## config.mk

```make
export PLATFORM = sky130hd
export DESIGN_NAME = tdm_demux4
export DESIGN_NICKNAME = d
export VERILOG_FILES = /design/src/rtl/tdm_demux4.sv
export SDC_FILE = /design/constraint.sdc
export NUM_CORES = 1
export LEC_CHECK = 0
export BUFFER_PORTS_ARGS = -buffer_cell sky130_fd_sc_hd__buf_4
export CORE_AREA = 2 2 39 41
export DETAILED_ROUTE_END_ITERATION = 7
export DIE_AREA = 0 0 41 43
export MAX_ROUTING_LAYER = met4
export PLACE_DENSITY = 0.67
export SYNTH_ARGS = -nofsm -noshare
export SYNTH_HDL_FRONTEND = slang
export SYNTH_SLANG_ARGS = --single-unit
```

## constraint.sdc

```tcl
create_clock -name clk -period 3.5 [get_ports clk]
set_input_delay 0.35 -clock clk [delete_from_list [all_inputs] [get_ports clk]]
set_output_delay 0.35 -clock clk [all_outputs]
set_load 0.02 [all_outputs]
```

## src/rtl/tdm_demux4.sv

```systemverilog
// Four-slot TDM demultiplexer. Serial beats are collected into shadow registers and
// copied to the four lane outputs together, so a partial frame never reaches them.
module tdm_demux4 #(
  parameter int WIDTH = 1
) (
  input  logic             clk,
  input  logic             reset,
  input  logic [WIDTH-1:0] in,
  input  logic             in_valid,
  input  logic             sync,
  output logic [WIDTH-1:0] out0,
  output logic [WIDTH-1:0] out1,
  output logic [WIDTH-1:0] out2,
  output logic [WIDTH-1:0] out3,
  output logic             S0,
  output logic             S1,
  output logic             frame_valid,
  output logic             frame_err
);

  typedef enum logic {IDLE, COLLECT} state_t;

  state_t           state_q, state_d;
  logic [1:0]       slot_q, slot_d;
  logic [WIDTH-1:0] shadow0_q, shadow0_d, shadow1_q, shadow1_d, shadow2_q, shadow2_d;
  logic [WIDTH-1:0] out0_q, out0_d, out1_q, out1_d, out2_q, out2_d, out3_q, out3_d;
  logic             fv_q, fv_d, fe_q, fe_d;

  always_comb begin
    state_d   = state_q;
    slot_d    = slot_q;
    shadow0_d = shadow0_q;
    shadow1_d = shadow1_q;
    shadow2_d = shadow2_q;
    out0_d    = out0_q;
    out1_d    = out1_q;
    out2_d    = out2_q;
    out3_d    = out3_q;
    fv_d      = 1'b0;
    fe_d      = 1'b0;
    if (in_valid) begin
      if (sync) begin
        // A sync always starts a fresh frame; mid-frame it also flags the lost partial frame.
        fe_d      = (state_q == COLLECT) && (slot_q != 2'd0);
        shadow0_d = in;
        slot_d    = 2'd1;
        state_d   = COLLECT;
      end else if (state_q == COLLECT) begin
        case (slot_q)
          2'd0: begin
            fe_d    = 1'b1;
            state_d = IDLE;
          end
          2'd1: begin
            shadow1_d = in;
            slot_d    = 2'd2;
          end
          2'd2: begin
            shadow2_d = in;
            slot_d    = 2'd3;
          end
          default: begin
            out0_d = shadow0_q;
            out1_d = shadow1_q;
            out2_d = shadow2_q;
            out3_d = in;
            fv_d   = 1'b1;
            slot_d = 2'd0;
          end
        endcase
      end
    end
  end

  always_ff @(posedge clk or posedge reset) begin
    if (reset) begin
      state_q   <= IDLE;
      slot_q    <= 2'd0;
      shadow0_q <= '0;
      shadow1_q <= '0;
      shadow2_q <= '0;
      out0_q    <= '0;
      out1_q    <= '0;
      out2_q    <= '0;
      out3_q    <= '0;
      fv_q      <= 1'b0;
      fe_q      <= 1'b0;
    end else begin
      state_q   <= state_d;
      slot_q    <= slot_d;
      shadow0_q <= shadow0_d;
      shadow1_q <= shadow1_d;
      shadow2_q <= shadow2_d;
      out0_q    <= out0_d;
      out1_q    <= out1_d;
      out2_q    <= out2_d;
      out3_q    <= out3_d;
      fv_q      <= fv_d;
      fe_q      <= fe_d;
    end
  end

  assign out0        = out0_q;
  assign out1        = out1_q;
  assign out2        = out2_q;
  assign out3        = out3_q;
  assign S0          = slot_q[0];
  assign S1          = slot_q[1];
  assign frame_valid = fv_q;
  assign frame_err   = fe_q;

endmodule
```

# ---- Word level (Yosys, flattened, before mapping)
# Cells that the tools add are included.
dict set report totals {
  reg_bits 12
  inputBits 5
  output_inout_bits 8
}
dict set report classes {
  eq_ne 3
  mux 14
  bitwise 2
  n_reduce_logical 10
}
# op count
set ops {}
lappend ops {{$reduce_and A4 Y1} 3}
lappend ops {{$mux W1} 11}
lappend ops {{$pmux W2 S3} 1}
lappend ops {{$mux W2} 2}
lappend ops {{$reduce_bool A2 Y1} 2}
lappend ops {{$reduce_and A3 Y1} 1}
lappend ops {{$reduce_or A3 Y1} 1}
lappend ops {{$eq A2 B1 Y1 const B} 1}
lappend ops {{$eq A2 B2 Y1 const B} 1}
lappend ops {{$logic_not A2 Y1} 1}
lappend ops {{$ne A2 B2 Y1 const B} 1}
lappend ops {{$not A1 Y1} 2}
lappend ops {{$reduce_and A2 Y1} 1}
lappend ops {{$logic_and A1 B1 Y1} 1}

# ---- Logic depth before layout (Yosys ltp)
dict set report logic_depth {
  depth_word 6
  depth_mapped 5
}

# ---- Worst setup path after synthesis
# No wires, ideal clock.
dict set report synth_timing {
  kind {register to register}
  startpoint {reg slot_q[1]}
  endpoint {reg slot_q[1]}
  setup_time_ns 0.127
  arrival_time_ns 1.256
  required_ns 3.373
  path_slack_ns 2.117
  stages_incl_launch_ff 6
  n_path_buf 0
  cell_sequence {dfrtp_1 > inv_1 > ha_1 > and4b_2 > a21oi_1 > o22ai_1}
}
dict set report synth_via {
  elab_chain_cells 4
  elab_cells_between_ends 8
  cone_classes {3 x eq/ne; 3 x mux; 2 x reduce/logical}
}
# element line_no
set synth_lines {}
lappend synth_lines {{start, declared} 24} ;# logic [1:0] slot_q, slot_d;
lappend synth_lines {{start signal, assigned} 90} ;# slot_q <= slot_d;
lappend synth_lines {{$eq A2 B2 Y1 (tied with other cells)} 49} ;# case (slot_q)
lappend synth_lines {{$pmux W2 S3} 49}
lappend synth_lines {{$mux W2} 48} ;# end else if (state_q == COLLECT) begin
lappend synth_lines {{$mux W2} 42} ;# if (sync) begin
# Several ways; a longest one is shown, not always the timed one. The select of a mux whose other input is x is not followed.
# A chain may end at the register's enable or synchronous reset.

# ---- Worst setup path in the final report
# Same ends and word-level chain as after synthesis.

==> results by group <==
Synth
  – Yosys cell types: 21
  – Post-Synth Simple-Gate Area: 12.5%
  – Post-synthesis mux area share: 16.1%
  – Synthesized Nets: 54
  – Main combinational cell family by area after synthesis: multiplexers
  – FF+latch count, synth: 12
  – YS warnings: 0
  – Synthesized cell area: 582 um^2
  – Fraction of the mapped netlist area in adder cells: 8.60%
  – Gate Count Post-Synth: 45
  – Synth Area in Compound Gates: under 10%
  – Xor/xnor share of the synthesized area: 1.51%
  – Sequential share of the synthesized area: 51.6%
  – Post-Syn Area per Cell: 12.9 um^2

Critical path
  – Register-to-Register Path Depth: 5
  – CP max stage cell: dfrtp_1
  – Critical R2R Capture: slot_q[1]$_DFFE_PP0P_
  – Setup CP Type: flip-flop to flip-flop
  – Startpoint Class: flip-flop
  – Worst EP required: 3650 ps
  – CP Capture Point: slot_q[1]$_DFFE_PP0P_
  – Critical path fanouts, max: 5
  – Critical Path Stages: 5
  – Crit path DAT: 1510 ps
  – Buf/Inv on CP: 1
  – Critical-path cell list: inv_1 -> ha_1 -> and4b_2 -> a21oi_1 -> o22ai_1
  – Crit Reg-Reg Startpoint: slot_q[1]$_DFFE_PP0P_
  – Crit-path leading delay family: flip-flops
  – Critical Path Start: slot_q[1]$_DFFE_PP0P_
  – CP endpoint kind: flip-flop
  – Crit path largest cell delay: between 400 and 500 ps
  – R2r setup slk: 2130 ps

Cells and area
  – Diodes inserted: 0
  – Final Net Count: 70
  – Fin util: 52.1%
  – Final instance area: roughly 720 um^2
  – Share of layout cells above drive strength 1: 43.3%
  – Non-Filler Instances: 76
  – Area delta synth->final: 23.9%
  – Filler Cells Inserted: roughly 130

Drt
  – Drc violations: 0
  – Vias per cell: 4.96
  – Total vias in the final route: roughly 380
  – Drt pass-1 iters: 3
  – Detailed Route Iter0 Violations: 2
  – Total Wirelength: ~900 um
  – Wire per inst: 11.8 um
  – Post-DRT Antenna Nets: 0

Place
  – Routability Congestion: 0.717
  – Post-Place Cells: slightly above 70
  – Final HPWL DP: 688 um
  – Post-Place Worst Slack: 2140 ps
  – Number of port buffers: 12
  – Cell Area, Placed: 684 um^2

CTS
  – Clk sink count: 12
  – CTS tree: built
  – Cts hold-fix bufs: 0
  – CTS root buffer: clkbuf_4
  – TritonCTS Buffers: 3
  – Post-CTS Resized: 0
  – Clock transition at the registers of the reported paths: ~80 ps
  – H-Tree Depth: 1
  – Clock Latency Late Sink: between 200 and 300 ps
  – Clock Path Buffers: 2
  – Number of post-CTS setup repair buffers: 0

Floorplanning
  – Die H: between 40 and 50 um
  – IO Count: 13
  – Die Wd: 41 um
  – Core ar.: 1380 um^2
  – Die area: 1760 um^2
  – Initial Util: 42.0%
  – Num rows: 14

Global route
  – GRT overflow: 0
  – Antenna violations before repair: 0
  – All-layer global routing usage: approximately an eighth
  – Global-route wire length before repair: about 1.5 mm
  – Largest net degree at the start of global routing: 13
  – Vias in the first global route: 359

Status
  – Outcome: finished, final reports clean

Timing
  – Crit share post-route: around two fifths
  – Slew Limit Fails: 0
  – Setup ws final: between 2000 and 2500 ps
  – Worst Tran Pin Value: 445 ps
  – Setup TNS: 0 ps
  – Fin. Hold Viols: 0
  – Final setup violation count: 0
  – Highest Clock Rate: 733 MHz
  – Hold_ws: between 80 and 90 ps
  – Final worst path period need: 1370 ps
  – Clk_skew: 5.24 ps
  – Rel. slew slack: 70.3%
  – RSZ-0062 raised after global routing: false

Pwr
  – Power per cell area: between 800 and 900 nW/um^2
  – VDD IR max: 0.325 mV
  – Pwr Total: 616 uW
  – P_leak: 0.395 nW

Run
  – # Max-Cap Violations: 0

Min path
  – Worst Hold Class: input pin to async pin
sequential cells by signal, summed over array words and instances, names as in the netlist:
name	count
shadow1_q	1
frame_valid	1
shadow0_q	1
out2	1
out3	1
state_q	1
out1	1
slot_q	2
shadow2_q	1
frame_err	1
out0	1
cell type report:
type                       instances  area, um^2  area share, %
inverter                           4        15.0           2.08
multi-input combinational         28         259           35.9
timing repair buffer              12        90.1           12.5
sequential                        12         300           41.7
tap                               16        20.0           2.78
clock buffer                       4        36.3           5.03
worst min-delay path by stage:
stage | from | to | slack [ps] | cells after the start
final | reset | out3$_DFFE_PP0P_ | 80 | 2
after global routing | reset | slot_q[0]$_DFFE_PP0P_ | 110 | 2
after CTS | reset | slot_q[0]$_DFFE_PP0P_ | 100 | 2
after detailed placement | reset | frame_err$_DFF_PP0_ | 400 | 2
after global placement | reset | frame_err$_DFF_PP0_ | 390 | 2
after floorplan | reset | frame_err$_DFF_PP0_ | 210 | 1
placed cells by master, fill, tap and decap left out:
cell,n
a22o_2,1
xor2_1,1
nand2b_1,1
clkbuf_4,3
and4b_2,1
and3_2,1
o21ai_0,1
clkbuf_8,1
and3b_2,1
dfrtp_1,12
mux2_2,1
mux2_4,4
nor3_1,1
inv_1,4
a22oi_1,1
nand2_4,1
o22ai_1,1
nand2_1,4
mux2_1,2
ha_1,4
nor2b_1,1
a21oi_1,1
buf_4,12
cells in the mapped netlist, drive strengths merged:
cell type  instances  area (um^2)
a21oi              1         5.00
a22o               1         10.0
a22oi              1         7.51
and3               1         7.51
and3b              1         10.0
and4b              1         11.3
buf                1         7.51
dfrtp             12          300
ha                 4         50.1
inv                4         15.0
mux2               7         93.8
nand2              5         26.3
nand2b             1         6.26
nor2b              1         6.26
nor3               1         5.00
o21ai              1         5.00
o22ai              1         6.26
xor2               1         8.76
where the power goes:
part	switching, mW	total [mW]	internal (mW)
logic	0.130	0.273	0.142
clock network	0.0442	0.107	0.0631
registers	0.0408	0.236	0.195
total	0.215	0.616	0.400
logic make-up (layout without fill, tap and decap cells):
group                      after synthesis  after routing
DFF                                     12             12
buffers and inverters                    5             20
xor gates and xnor gates                 1              1
AOI/OAI and AO/OA                        5              5
and+or+nand+nor                         11             11
muxes                                    7              7
adders and majority gates                4              4
layer usage:
layer / GRT usage, % / up-vias / share of wire [%]
li1: - / 183 / -
met1: 13.6 / 181 / 44
met2: 20.3 / 11 / 50
met3: 6.28 / 2 / 5.7
met4: 6.00 / 0 / 0.45
met5: - / - / 0
No activity file was read; power rests on OpenSTA's default activity.
